File: config.mk
export PLATFORM = sky130hd
export DESIGN_NAME = prob_pulse_gen
export DESIGN_NICKNAME = d
export VERILOG_FILES = /design/src/rtl/prob_pulse_gen.sv
export SDC_FILE = /design/constraint.sdc
export NUM_CORES = 2
export LEC_CHECK = 0
export BUFFER_PORTS_ARGS = -buffer_cell sky130_fd_sc_hd__clkbuf_2
export CORE_ASPECT_RATIO = 1.1
export CORE_UTILIZATION = 55
export DETAILED_ROUTE_END_ITERATION = 10
export GPL_TIMING_DRIVEN = 1
export MAX_ROUTING_LAYER = met4
export PLACE_DENSITY = 0.72
export SLEW_MARGIN = 25
export SYNTH_ARGS = -nofsm -noshare
export SYNTH_HDL_FRONTEND = slang
export SYNTH_SLANG_ARGS = --single-unit
File: constraint.sdc
create_clock -name clk -period 15.4 [get_ports clk]
set_input_delay 2.31 -clock clk [delete_from_list [all_inputs] [get_ports clk]]
set_output_delay 2.31 -clock clk [all_outputs]
set_load 0.01 [all_outputs]
File: src/rtl/prob_pulse_gen.sv
// Turns a frame of complex amplitudes into a pulse-width display: one sq pulse per basis state, length proportional to |amp|^2.
// Two-cycle squaring pipeline feeds a shadow bank; amp_ready drops while a complete frame waits for the next sync to swap it in.
module prob_pulse_gen #(
  parameter int N_STATES = 8,
  parameter int W        = 17,
  parameter int FRAC     = 15,
  parameter int UNIT     = 2_500_000,
  parameter int GAP      = 5_500_000,
  parameter int TAIL     = 11_000_000,
  parameter int CNT_W    = 32
) (
  input  logic                        clk,
  input  logic                        rst_n,
  input  logic                        amp_valid,
  output logic                        amp_ready,
  input  logic signed [W-1:0]         amp_re,
  input  logic signed [W-1:0]         amp_im,
  input  logic                        amp_last,
  input  logic                        start,
  input  logic                        cont,
  output logic                        sq,
  output logic                        sync,
  output logic [$clog2(N_STATES)-1:0] slot,
  output logic                        busy,
  output logic                        frame_err
);

  localparam int SW  = $clog2(N_STATES);
  localparam int PW  = FRAC + 1;
  localparam int SQW = 2 * W + 1;
  localparam int LW  = PW + CNT_W;
  localparam logic [SW-1:0]  LAST_IDX = SW'(N_STATES - 1);
  localparam logic [PW-1:0]  P_ONE    = {1'b1, {FRAC{1'b0}}};

  typedef enum logic [2:0] {IDLE, SYNC, GAPW, PULSE, TAILW} state_t;

  state_t             r_state, w_state_nxt;
  logic [CNT_W-1:0]   r_cnt, w_cnt_nxt;
  logic [SW-1:0]      r_slot, w_slot_nxt;

  logic [SW-1:0]      r_idx;
  logic               r_s1_vld, r_s1_last, r_s2_vld, r_s2_last;
  logic [SW-1:0]      r_s1_idx, r_s2_idx;
  logic [SQW-1:0]     r_s1_sum;
  logic [PW-1:0]      r_s2_p;
  logic               r_shadow_full, r_act_vld, r_frame_err;
  logic [PW-1:0]      r_shadow [N_STATES];
  logic [PW-1:0]      r_active [N_STATES];

  logic               w_xfer, w_last_ok, w_fill_pend, w_swap;
  logic signed [2*W-1:0] w_re_x, w_im_x, w_re_sq, w_im_sq;
  logic [SQW-1:0]     w_sum, w_p_full;
  logic [PW-1:0]      w_p_sat;
  logic [LW-1:0]      w_prod;
  logic [CNT_W-1:0]   w_len;

  // Squares are formed at 2W bits and summed at 2W+1, so even (-2^(W-1))^2 twice cannot wrap.
  assign w_re_x   = {{W{amp_re[W-1]}}, amp_re};
  assign w_im_x   = {{W{amp_im[W-1]}}, amp_im};
  assign w_re_sq  = w_re_x * w_re_x;
  assign w_im_sq  = w_im_x * w_im_x;
  assign w_sum    = {1'b0, w_re_sq} + {1'b0, w_im_sq};
  assign w_p_full = r_s1_sum >> FRAC;
  assign w_p_sat  = (w_p_full > {{(SQW-PW){1'b0}}, P_ONE}) ? P_ONE : w_p_full[PW-1:0];

  assign w_xfer    = amp_valid & amp_ready;
  assign w_last_ok = (amp_last == (r_idx == LAST_IDX));
  // The last word still in the pipeline counts as full, so no word of the next frame can slip in before the flag is set.
  assign w_fill_pend = (r_s1_vld & r_s1_last) | (r_s2_vld & r_s2_last);
  assign amp_ready   = ~(r_shadow_full | w_fill_pend);
  assign w_swap      = (r_state == SYNC) & r_shadow_full;

  always_ff @(posedge clk or negedge rst_n) begin
    if (!rst_n) begin
      r_idx         <= '0;
      r_s1_vld      <= 1'b0;
      r_s1_last     <= 1'b0;
      r_s1_idx      <= '0;
      r_s1_sum      <= '0;
      r_s2_vld      <= 1'b0;
      r_s2_last     <= 1'b0;
      r_s2_idx      <= '0;
      r_s2_p        <= '0;
      r_shadow_full <= 1'b0;
      r_act_vld     <= 1'b0;
      r_frame_err   <= 1'b0;
    end else begin
      r_s1_vld <= w_xfer & w_last_ok;
      if (w_xfer) begin
        r_s1_last <= amp_last;
        r_s1_idx  <= r_idx;
        r_s1_sum  <= w_sum;
        if (!w_last_ok) begin
          r_frame_err <= 1'b1;
          r_idx       <= '0;
        end else if (r_idx == LAST_IDX) begin
          r_idx <= '0;
        end else begin
          r_idx <= r_idx + SW'(1);
        end
      end
      r_s2_vld  <= r_s1_vld;
      r_s2_last <= r_s1_last;
      r_s2_idx  <= r_s1_idx;
      r_s2_p    <= w_p_sat;
      if (w_swap) begin
        r_shadow_full <= 1'b0;
        r_act_vld     <= 1'b1;
      end else if (r_s2_vld && r_s2_last) begin
        r_shadow_full <= 1'b1;
      end
    end
  end

  // Bank contents need no reset: r_act_vld and r_shadow_full guard every use.
  always_ff @(posedge clk) begin
    if (r_s2_vld) r_shadow[r_s2_idx] <= r_s2_p;
    if (w_swap)   r_active <= r_shadow;
  end

  assign w_prod = {{CNT_W{1'b0}}, r_active[r_slot]} * LW'(UNIT);
  assign w_len  = CNT_W'(w_prod >> FRAC);

  always_ff @(posedge clk or negedge rst_n) begin
    if (!rst_n) begin
      r_state <= IDLE;
      r_cnt   <= '0;
      r_slot  <= '0;
    end else begin
      r_state <= w_state_nxt;
      r_cnt   <= w_cnt_nxt;
      r_slot  <= w_slot_nxt;
    end
  end

  always_comb begin
    w_state_nxt = r_state;
    w_cnt_nxt   = r_cnt;
    w_slot_nxt  = r_slot;
    case (r_state)
      IDLE: begin
        if ((start | cont) && (r_act_vld | r_shadow_full)) w_state_nxt = SYNC;
      end
      SYNC: begin
        w_state_nxt = GAPW;
        w_cnt_nxt   = CNT_W'(GAP - 1);
        w_slot_nxt  = '0;
      end
      GAPW: begin
        if (r_cnt != '0) begin
          w_cnt_nxt = r_cnt - CNT_W'(1);
        end else if (w_len != '0) begin
          w_state_nxt = PULSE;
          w_cnt_nxt   = w_len - CNT_W'(1);
        end else if (r_slot == LAST_IDX) begin
          w_state_nxt = TAILW;
          w_cnt_nxt   = CNT_W'(TAIL - 1);
        end else begin
          w_slot_nxt = r_slot + SW'(1);
          w_cnt_nxt  = CNT_W'(GAP - 1);
        end
      end
      PULSE: begin
        if (r_cnt != '0) begin
          w_cnt_nxt = r_cnt - CNT_W'(1);
        end else if (r_slot == LAST_IDX) begin
          w_state_nxt = TAILW;
          w_cnt_nxt   = CNT_W'(TAIL - 1);
        end else begin
          w_state_nxt = GAPW;
          w_slot_nxt  = r_slot + SW'(1);
          w_cnt_nxt   = CNT_W'(GAP - 1);
        end
      end
      TAILW: begin
        if (r_cnt != '0) w_cnt_nxt = r_cnt - CNT_W'(1);
        else             w_state_nxt = cont ? SYNC : IDLE;
      end
      default: w_state_nxt = IDLE;
    endcase
  end

  // Decoded straight from the state register so an asserted reset clears them without waiting for a clock.
  assign sq        = (r_state == PULSE);
  assign sync      = (r_state == SYNC);
  assign busy      = (r_state != IDLE);
  assign slot      = r_slot;
  assign frame_err = r_frame_err;

endmodule

* After elaboration in Yosys (flattened, before gate mapping)
Cells that the tools add are included.
** Word-level totals
- Bits in registers :: 361
- Bits in latches :: 0
- Memory bits (writable) :: 0
- Bits in read-only memories :: 0
- Input port bits :: 40
- Output and inout bits :: 8
- Word-level logic and storage cells :: 115
- Memories kept :: 0
** Cells by class
- Add/subtract/negate cells :: 5
- Multiply operators :: 3
- Divide/modulo/power cells :: 0
- Order comparisons :: 4
- Equality and inequality tests :: 14
- Shift operators :: 0
- Mux-type cells :: 31
- Bitwise gates (word level) :: 13
- Reduce and logical (&&, ||, !) cells :: 14
** Operator list (count)
- 128-bit bitwise mux :: 1
- 32-bit two-way mux :: 4
- 32-bit case mux with 4 select lines :: 1
- 17-bit by 17-bit multiplier with 34-bit output :: 2
- 16-bit two-way mux :: 4
- 32-bit nonzero test :: 2
- 16-bit binary-select mux with 3-bit select :: 1
- 16-bit demux with 3-bit select :: 1
- 3-bit two-way mux :: 13
- 34-bit by 34-bit adder with 35-bit output :: 1
- 16-bit by 17-bit multiplier with 33-bit output (second input constant) :: 1
- 32-bit by 1-bit subtractor with 32-bit output (second input constant) :: 1
- 24-bit two-way mux :: 1
- 23-bit by 1-bit subtractor with 24-bit output (second input constant) :: 1
- 20-bit by 16-bit greater-than comparator with 1-bit output (second input constant) :: 1
- 3-bit case mux with 5 select lines :: 1
- 2-bit inequality test (second input constant) :: 6
- 3-bit == test (second input constant) :: 3
- 3-bit case mux with 3 select lines :: 1
- 4-bit greater-or-equal comparator (second input constant) :: 2
- 3-bit NOT with 4-bit output :: 2
- 3-bit by 1-bit adder with 3-bit output (second input constant) :: 2
- 3-bit by 2-bit == test with 1-bit output (second input constant) :: 2
- 3-bit nonzero test :: 2
- 15 further kinds :: 28

* Logic depth before layout (Yosys ltp)
- Depth after elaboration :: 9
- Mapped depth :: 36
- Gate-level depth less buffers :: 35

* Worst setup path before layout
OpenSTA, ideal clock, no wires.
- Path kind :: in2reg
- From :: in amp_re[4]
- To :: reg r_s1_sum[32]
- Library setup time :: 0.125 ns
- Data arrival time :: 9.754 ns
- Required time :: 15.275 ns
- Path slack :: 5.521 ns
- Stages :: 36
- Path buffers :: 2
- Path through :: clkbuf_1 clkbuf_1 nand2_1 fa_1 inv_1 fa_1 inv_1 fa_1 inv_1 fa_1 fa_1 inv_1 fa_1 inv_1 ha_1 a21oi_1 nor2b_1 o21ai_0 nand2b_1 a21oi_1 nand2_1 a21oi_1 o31ai_1 o21a_1 nor2_1 xnor2_1 ha_1 and2_1 or2_2 a21oi_1 nand3_1 nor3_1 o311ai_0 a21oi_1 xnor2_1 mux2_2
** On the way
- Word-level cells in the longest chain between the ends :: 2
** Ends and longest elaborated chain
- start, declared :: RTL line 16 : input logic signed [W-1:0] amp_re,
- 17-bit by 17-bit multiplier with 34-bit output :: RTL line 60 : assign w_re_sq = w_re_x * w_re_x;
- 34-bit by 34-bit adder with 35-bit output :: RTL line 62 : assign w_sum = {1'b0, w_re_sq} + {1'b0, w_im_sq};
- end signal, assigned :: RTL line 92 : r_s1_sum <= w_sum;
- end, declared :: RTL line 44 : logic [SQW-1:0] r_s1_sum;
No other way between the ends.
A chain may end at the register's enable or synchronous reset.

* Worst setup path in the final report
- From :: in amp_im[7]
- To :: reg r_s1_sum[34]
** On the way
- Word-level cells in the longest chain between the ends :: 2
** Ends and longest elaborated chain
- start, declared :: RTL line 17 : input logic signed [W-1:0] amp_im,
- 17-bit by 17-bit multiplier with 34-bit output :: RTL line 61 : assign w_im_sq = w_im_x * w_im_x;
- 34-bit by 34-bit adder with 35-bit output :: RTL line 62
No other way between the ends.

==> results.md <==
* Simple-Gate Fraction of Synth Area at 10.1%
* Clock sinks at 346
* Hold buffer count at cts at 0
* Mapped Cells at 3659
* Initial Util at 55.9%
* Clk Latency, worst-skew pair at 0.57 ns
* Routed Antenna Nets at 0
* Largest net degree at the start of global routing at 74
* Syn avg cell area at 10.6 um^2
* Post-synthesis sequential area ratio at 25.6%
* Clock Tree Buf Depth at 3
* Final setup vio count at 0
* Congestion Overflow GR at 0
* Crit path max fanout at 19
* Ant diodes at 0
* Final period util at 67.6%
* Run status: finished clean
* CP delay by family, top: adder cells
* Row count at 101
* Placed Cells at 4551
* Syn Std Cell Area at 38900 um^2
* CP startpoint: amp_im[7]
* CP arrival at 10.82 ns
* Worst setup EP type: flip-flop
* Final nets at 4661
* Yosys warnings at 0
* Max transition margin at 38.1%
* CTS tree: done
* Total routed wirelength at 80100 um
* CP bufs+invs at 5
* Clock slew at reported path FFs at 0.06 ns
* Worst endpoint required time at 15.81 ns
* Tmin final at 10.40 ns
* Area Overhead vs Synth at 6.39%
* CTS buffer count at 36
* HPWL Detailed at 63300 um
* Worst setup path endpoint: r_s1_sum[34]$_DFFE_PN0P_
* Clock Tree Root: clkbuf_16
* Max_cap viols at 0
* Detailed-route wire length per cell at 17.4 um
* Detailed Routing Iterations Pass 1 at 5
* Portion of netlist area occupied by mux cells at 2.35%
* Syn_nets at 4658
* Least-Margin Pin Slew at 0.922 ns
* Reg2reg end: r_cnt[1]$_DFFE_PN0P_
* Final core utilization at 59.5%
* Routed vias at 24900
* Final setup skew at 0.0343 ns
* Crit-path max cell delay at 0.54 ns
* Layout cells sized above 1 at 5.61%
* Reg2reg start: slot[0]$_DFFE_PN0P_
* R2R Setup Slk at 6.45 ns
* Initial antenna violation count at 0
* First-pass GRT wire length at 134000 um
* Chip width at 255 um
* Crit start category: primary input
* Setup Fix Bufs, Post-CTS at 0
* Vias in the first global route at 26600
* Stages on worst setup path at 34
* Area of the die at 71700 um^2
* Worst hold-check path type: reg -> reg
* Synth Area in XOR/XNOR at 3.40%
* RSZ-0062 raised after global routing: no
* Post-synth EDFFs at 256
* Setup TNS at 0 ns
* Slowest cell on crit path: fa_1
* Die Y at 281 um
* F_max at 96.1 MHz
* Critical setup path kind: in -> reg
* Total of cells resized after clock tree synthesis at 0
* Yosys reg bits at 346
* Cell variety after synth at 86
* Synth Area in Adders at 42.6%
* Async S/R FF share, synth at 26.0%
* Largest family of logic cells by synthesized area: adder cells
* Final hold viol count at 0
* DRT iter0 DRCs at 1568
* Total track usage at 24.3%
* H-tree depth at 2
* # DRC at 0
* Hold path startpoint: r_s1_idx[2]$_DFFE_PN0P_
* Complex-gate fraction of the synthesized area at 7.11%
* Max Slew Vio Count at 0
* Placeable Area at 69500 um^2
* Placer congestion estimate at 0.905
* IO buf count at 47
* Vias per cell at 5.39
* Worst Reg-to-Reg Cells at 28
* Ys flop type: edfxtp_1
* Top-Level Pins at 48
* Final Non-Filler Cells at 4617
worst min-delay path by stage:
stage | cells after the start | slack, ns | to
after floorplan | 0 | 0.35 | r_s2_idx[0]$_DFF_PN0_
after global placement | 0 | 0.36 | r_s2_idx[2]$_DFF_PN0_
after detailed placement | 0 | 0.36 | r_s2_vld$_DFF_PN0_
after CTS | 0 | 0.38 | r_s2_idx[2]$_DFF_PN0_
after global routing | 0 | 0.40 | r_s2_idx[2]$_DFF_PN0_
final | 0 | 0.37 | r_s2_idx[2]$_DFF_PN0_
logic make-up after synthesis:
| family | Yosys count |
|---|---|
| compound gates | 430 |
| xor+xnor | 150 |
| fa+ha+maj | 959 |
| buf+inv | 910 |
| flops | 346 |
| mux | 49 |
| simple gates | 815 |
sequential cells by signal, indices dropped and copies added (netlist names):
register       flops
frame_err          1
r_shadow_full      1
r_s2_idx           3
r_shadow         128
r_s2_vld           1
r_s1_last          1
r_s2_p            16
r_act_vld          1
slot               3
r_s1_sum          20
r_s2_last          1
r_s1_idx           3
r_active         128
r_state            3
r_idx              3
r_s1_vld           1
r_cnt             32
cell type report:
type | instances | area (um^2)
multi-input cells | 2403 | 25500
flip-flops and latches | 346 | 9940
repair buffers | 66 | 380
inverters | 809 | 3040
clock buffers | 45 | 985
fillers | 5774 | 28200
clock inverters | 21 | 334
well taps | 927 | 1160
per-stage QoR:
| stage | setup WS, ns | hold slack, ns | instance area (um^2) |
|---|---|---|---|
| final | 5.00 | 0.373 | 41300 |
| after global routing | 4.55 | 0.397 | 41300 |
| after CTS | 5.09 | 0.380 | 41300 |
| after detailed placement | 4.51 | 0.363 | 40000 |
| after global placement | 4.73 | 0.356 | 40000 |
| after floorplan | 5.52 | 0.349 | 38900 |
cell usage in the layout, fill, tap and decap left out, drive strengths merged, types with 10 or more instances in the layout:
cell    synthesis  final
inv           808    810
fa            607    607
ha            352    352
nand2         311    311
edfxtp        256    256
nor2          153    153
and2          152    152
a21oi         117    117
xnor2         109    109
o21ai         102    102
clkbuf         94     91
dfrtp          90     90
a21o           54     54
xor2           41     41
nand3          33     33
mux4           32     32
nor3           31     31
nand2b         27     27
a31oi          26     26
and3           21     21
o21a           20     20
buf             7     20
a211oi         16     16
or3            14     14
or2            14     14
nor4           14     14
clkinv          1     12
o21bai         11     11
nand4          11     11
o31ai          11     11
nor2b          10     10
mux2           10     10
routing by layer:
metal  global-route usage (%)  part of all wire (%)  vias to the layer above
met5                        -                     0                        -
met1                     28.9                    40                    12600
li1                         -                     -                    11700
met2                     43.9                    53                      523
met4                     7.69                   3.3                        0
met3                     1.75                   3.4                      152
worst register-to-register path, delay by kind of cell (launching register included):
| kind | cells | cell delay [ns] |
|---|---|---|
| adder cells (fa/ha/maj) | 7 | 3.11 |
| multiplexers | 1 | 0.64 |
| flip-flops | 1 | 0.37 |
| AO/OA/AOI/OAI | 7 | 1.80 |
| AND/OR/NAND/NOR | 7 | 1.73 |
| buffers and inverters | 6 | 1.18 |
cells in the mapped netlist, types with 90 or more instances:
master	n	area share [%]
inv_1	807	7.8
fa_1	607	31
ha_1	352	11
nand2_1	311	3.0
edfxtp_1	256	20
nor2_1	153	1.5
and2_1	152	2.4
a21oi_1	114	1.5
xnor2_1	109	2.5
o21ai_0	100	1.3
clkbuf_1	94	0.91
dfrtp_1	90	5.8
Power is left out: the tool's default activity adds up to more than one toggle a clock period on the data nets, which glitch-free logic cannot reach.
